File: src/rtl/pipeline_hazard_ctrl.sv
// Purpose : hazard/stall/flush controller for a 5-stage pipeline; arbitrates a data-memory freeze,
//           taken-branch flush and load-use bubble, and keeps saturating stall/flush counters.
// Latency : enables and flushes are combinational (same cycle); state, counters and timeout are registered.
// Backpressure: dmem_req & ~dmem_ready freezes every stage; a branch or load-use seen during the freeze
//           is re-evaluated once memory completes, so it is deferred rather than dropped.
// Ports   : clk/rst (async active-high), decode/exec hazard inputs, mem_branch_taken, dmem_req/ready,
//           stage enables and flushes, stall_cnt/flush_cnt, mem_timeout (sticky), state (RUN/MEM_WAIT/FLUSH).
module pipeline_hazard_ctrl #(
    parameter int TIMEOUT = 16,
    parameter int CNT_W   = 16
) (
    input  logic             clk,
    input  logic             rst,
    input  logic             dec_valid,
    input  logic [4:0]       dec_rs,
    input  logic [4:0]       dec_rt,
    input  logic             dec_uses_rt,
    input  logic             ex_memread,
    input  logic             ex_regwrite,
    input  logic [4:0]       ex_rd,
    input  logic             mem_branch_taken,
    input  logic             dmem_req,
    input  logic             dmem_ready,
    output logic             pc_en,
    output logic             if_dec_en,
    output logic             dec_exec_en,
    output logic             exec_mem_en,
    output logic             mem_wb_en,
    output logic             if_dec_flush,
    output logic             dec_exec_flush,
    output logic             exec_mem_flush,
    output logic [CNT_W-1:0] stall_cnt,
    output logic [CNT_W-1:0] flush_cnt,
    output logic             mem_timeout,
    output logic [1:0]       state
);

    typedef enum logic [1:0] {
        RUN      = 2'd0,
        MEM_WAIT = 2'd1,
        FLUSH    = 2'd2
    } state_t;

    localparam int WAIT_W = $clog2(TIMEOUT + 1);

    state_t            r_state;
    logic [WAIT_W-1:0] r_wait_cnt;
    logic [CNT_W-1:0]  r_stall_cnt;
    logic [CNT_W-1:0]  r_flush_cnt;
    logic              r_timeout;

    logic              w_load_use;
    logic              w_mem_stall;
    logic              w_branch;
    logic              w_lu_applied;
    logic [WAIT_W-1:0] w_wait_nxt;

    assign w_load_use = dec_valid & ex_memread & ex_regwrite & (ex_rd != 5'd0) &
                        ((ex_rd == dec_rs) | (dec_uses_rt & (ex_rd == dec_rt)));
    assign w_mem_stall = dmem_req & ~dmem_ready;

    // The cycle after a flush has the bubble sitting in Mem, so a still-high
    // mem_branch_taken there is stale and must not flush a second time.
    assign w_branch     = ~w_mem_stall & mem_branch_taken & (r_state != FLUSH);
    assign w_lu_applied = ~w_mem_stall & ~w_branch & w_load_use;

    // Wait counter saturates at TIMEOUT so it can never wrap back below it.
    assign w_wait_nxt = (r_wait_cnt == WAIT_W'(TIMEOUT)) ? r_wait_cnt : r_wait_cnt + WAIT_W'(1);

    always_comb begin
        pc_en          = 1'b0;
        if_dec_en      = 1'b0;
        dec_exec_en    = 1'b0;
        exec_mem_en    = 1'b0;
        mem_wb_en      = 1'b0;
        if_dec_flush   = 1'b0;
        dec_exec_flush = 1'b0;
        exec_mem_flush = 1'b0;
        if (!rst && !w_mem_stall) begin
            pc_en       = 1'b1;
            if_dec_en   = 1'b1;
            dec_exec_en = 1'b1;
            exec_mem_en = 1'b1;
            mem_wb_en   = 1'b1;
            if (w_branch) begin
                if_dec_flush   = 1'b1;
                dec_exec_flush = 1'b1;
                exec_mem_flush = 1'b1;
            end else if (w_load_use) begin
                // Hold PC and IF/DEC, push a bubble into EX: one-cycle stall.
                pc_en          = 1'b0;
                if_dec_en      = 1'b0;
                dec_exec_flush = 1'b1;
            end
        end
    end

    always_ff @(posedge clk or posedge rst) begin
        if (rst) begin
            r_state     <= RUN;
            r_wait_cnt  <= '0;
            r_stall_cnt <= '0;
            r_flush_cnt <= '0;
            r_timeout   <= 1'b0;
        end else begin
            if (w_mem_stall) begin
                r_state <= MEM_WAIT;
            end else if (w_branch) begin
                r_state <= FLUSH;
            end else if (r_state == MEM_WAIT && !dmem_ready) begin
                r_state <= MEM_WAIT;
            end else begin
                r_state <= RUN;
            end

            if (w_mem_stall) begin
                r_wait_cnt <= w_wait_nxt;
                if (w_wait_nxt == WAIT_W'(TIMEOUT)) begin
                    r_timeout <= 1'b1;
                end
            end else begin
                r_wait_cnt <= '0;
            end

            if ((w_mem_stall || w_lu_applied) && r_stall_cnt != {CNT_W{1'b1}}) begin
                r_stall_cnt <= r_stall_cnt + CNT_W'(1);
            end
            if (w_branch && r_flush_cnt != {CNT_W{1'b1}}) begin
                r_flush_cnt <= r_flush_cnt + CNT_W'(1);
            end
        end
    end

    assign stall_cnt   = r_stall_cnt;
    assign flush_cnt   = r_flush_cnt;
    assign mem_timeout = r_timeout;
    assign state       = r_state;

endmodule

File: config.mk
export PLATFORM = sky130hd
export DESIGN_NAME = pipeline_hazard_ctrl
export DESIGN_NICKNAME = d
export VERILOG_FILES = /design/src/rtl/pipeline_hazard_ctrl.sv
export SDC_FILE = /design/constraint.sdc
export NUM_CORES = 1
export LEC_CHECK = 0
export CAP_MARGIN = 20
export CORE_MARGIN = 3
export CORE_UTILIZATION = 41
export DETAILED_ROUTE_END_ITERATION = 7
export PLACE_DENSITY = 0.76
export SETUP_SLACK_MARGIN = 0.5
export SYNTH_ARGS = -nofsm -noshare
export SYNTH_HDL_FRONTEND = slang
export SYNTH_SLANG_ARGS = --single-unit
File: constraint.sdc
create_clock -name clk -period 1.7 [get_ports clk]
set_input_delay 0.34 -clock clk [delete_from_list [all_inputs] [get_ports clk]]
set_output_delay 0.34 -clock clk [all_outputs]
set_load 0.02 [all_outputs]
==> reports/qor.yml <==
global_routing:
  grt-ovfl-total: 0
  grt_pass1_vias: 2131
  grt_pass1_wl_um: 10100
  grt_use_total_pct: 21.2
  antenna_found_initial: 0
  grt_max_degree: 41
detailed_routing:
  drc_errors: 0
  post_drt_wl_per_cell_um: 17.6
  wl_um: 7470
  drtPass1Iterations: 4
  drt_iter0_markers: 78
  avgViaCountPerCell: 5.08
  detail-route-antenna-nets: 0
  vias: 2156
synthesis:
  ys_warn_count: 0
  synth_cells: 195
  ys.flop_type: "dfrtp_1"
  netlist_area_sq_um: 2040
  syn-num-nets: 223
  synthArstFlopShare_pct: 100
  synth_edf_count: 0
  yosysUniqueCellTypes: 32
  yosysSeqAreaShare_pct: 49.0
  synth_seq_cells: 40
  avgSynthCellArea_sq_um: 10.5
power:
  vdd.ir_drop.worst_mv: 0.946
  power_per_cell_area_nw_per_um2: 897
  leakage_nw: 1.97
floorplanning:
  fp-row-count: 25
  pin_count: 67
  core_sq_um: 4750
  dieArea_sq_um: 5860
  die_x_um: 76.6
  initial_core_util_pct: 42.9
  die_h_um: 76.6
outcome:
  run_status: "finished, violations left"
  failed_checks: "negative setup slack"
sta:
  finalCritPeriodShare_pct: 114
  worst-slew-pin-transition_ns: 0.349
  fin_ws_ns: -0.230
  fin_hold_ws_ns: 0.254
  setup_viol: 19
  fmaxAchievable_ghz: 0.518
  max_slew_margin_pct: 76.7
  finalMaxSlewViolations: 0
  hold_viol_final: 0
  rsz0062_at_grt: "true"
  setup-tns-final_ns: -2.94
  post-route-min-period_ns: 1.93
  skew_ns: 0.0110
layout:
  final_common_cell: "buf_6"
  num_antenna_cells: 0
  final_cell_mix: "buf_6 (89), buf_4 (53), xnor2_1 (23)"
  drive_gt1_share_pct: 70.3
  area_delta_synth_final_pct: 109
  final_nets: 384
placed_design:
  place.gp.congestion: 0.772
  dp_hpwl_um: 3670
  portBuffers: 66
worst_setup_path:
  worstSetupStartpointType: "flop"
  worst-r2r-setup-slack_ns: -0.23
  critPathKind: "reg -> reg"
  path_max_fanout: 4
  arrival_ns: 2.12
  endpoint_kind: "flop"
  required_ns: 1.89
cts:
  cts.htree.levels: 2
  path_clk_slew_ns: 0.08
  cts_root_buf: "clkbuf_8"
  cts_buffers: 5
  max-clock-path-buffers: 2
  cts_tree: "built"
  clock_latency_ns: 0.31
  cts.sinks: 40
run:
  max_cap_viol_count: 0
min_path:
  hold_path_class: "in -> async"
-- timing repair --
item | CTS | global route
hold buffers | 0 | 0
gates resized for setup | 409 | 56
setup endpoints to repair | 78 | 79
pin swaps | 63 | 28
buffers inserted | 24 | 31
-- logic make-up after synthesis --
group                      after synthesis  synth area share [%]
adders and majority gates                4                  2.45
buffers and inverters                   11                  3.13
muxes                                    1                 0.552
AOI/OAI and AO/OA                       13                  4.54
DFF                                     40                  49.0
and+or+nand+nor                         84                  22.3
xor gates and xnor gates                42                  18.0
-- per-layer routing --
metal | vias up | GRT usage (%) | part of all wire (%)
li1 | 996 | - | -
met1 | 1084 | 26.3 | 40
met2 | 64 | 37.0 | 54
met3 | 12 | 4.96 | 4.3
met4 | 0 | 5.62 | 1.2
met5 | - | 0 | 0
-- Yosys cell counts, types with 2 or more instances --
cell      count  area [sq um]
xor2_1        6          52.6
nand3b_1      3          22.5
o21ai_0       2          10.0
a21oi_1       5          25.0
and2_1        4          25.0
nor3_1        7          35.0
buf_4         4          30.0
nand2_1      17          63.8
nor2_1       12          45.0
nand4_1      11          68.8
nand2b_1      3          18.8
and4_4        2          22.5
nand3_1      15          75.1
dfrtp_1      40          1000
ha_1          4          50.1
and3_1        5          31.3
inv_1         5          18.8
xnor2_1      36           315
-- area by class of cell --
cell class                      instances  area (sq um)
Multi-Input combinational cell        144          1450
Clock inverter                          1          7.51
Sequential cell                        40          1030
Timing Repair Buffer                  160          1580
Clock buffer                            7          86.3
Tap cell                               67          83.8
Inverter                                5          22.5
Fill cell                             208           499
-- power breakdown --
group          switching [mW]  leakage (nW)  total (mW)  internal, mW
registers               0.156         0.503        1.26          1.11
clock network           0.363        0.0445       0.694         0.330
logic                   0.818          1.43        1.86          1.04
-- sequential cells by signal, summed over array words and instances (netlist names) --
signal,count
flush_cnt,16
stall_cnt,16
r_wait_cnt,5
state,2
mem_timeout,1
-- worst max-delay path, stage by stage (launching register included) --
cell and delay, ns:
dfrtp_2 0.42, and4_4 0.19, and2_4 0.14, and4_4 0.15
and3_4 0.20, a31oi_4 0.19, buf_6 0.15, buf_6 0.11
nand3_1 0.11, xnor2_1 0.15
-- path summary, 6_finish.rpt --
| kind | start | endpoint | depth (start not counted) |
|---|---|---|---|
| max | stall_cnt[4]$_DFFE_PP0P_ | stall_cnt[5]$_DFFE_PP0P_ | 9 |
| min | rst | stall_cnt[11]$_DFFE_PP0P_ | 4 |
| max reg2reg | stall_cnt[4]$_DFFE_PP0P_ | stall_cnt[5]$_DFFE_PP0P_ | 9 |
| min reg2reg | flush_cnt[6]$_DFFE_PP0P_ | flush_cnt[6]$_DFFE_PP0P_ | 1 |
| max in group asynchronous | rst | stall_cnt[5]$_DFFE_PP0P_ | 4 |
| min in group clk | dmem_ready | state[0]$_DFF_PP0_ | 3 |
-- metrics by stage --
stage	total power, mW	util (%)	cells	instance area (sq um)	setup WS [ns]
6_report	3.82	89.5	424	4260	-0.230
5_1_grt	3.98	89.5	424	4260	-0.292
4_1_cts	3.39	79.4	393	3780	-0.147
3_5_place_dp	2.35	66.6	361	3170	-0.854
3_3_place_gp	2.34	66.6	361	3170	-0.809
2_1_floorplan	1.79	-	195	2160	-0.235
(Power assumes the default switching activity.)
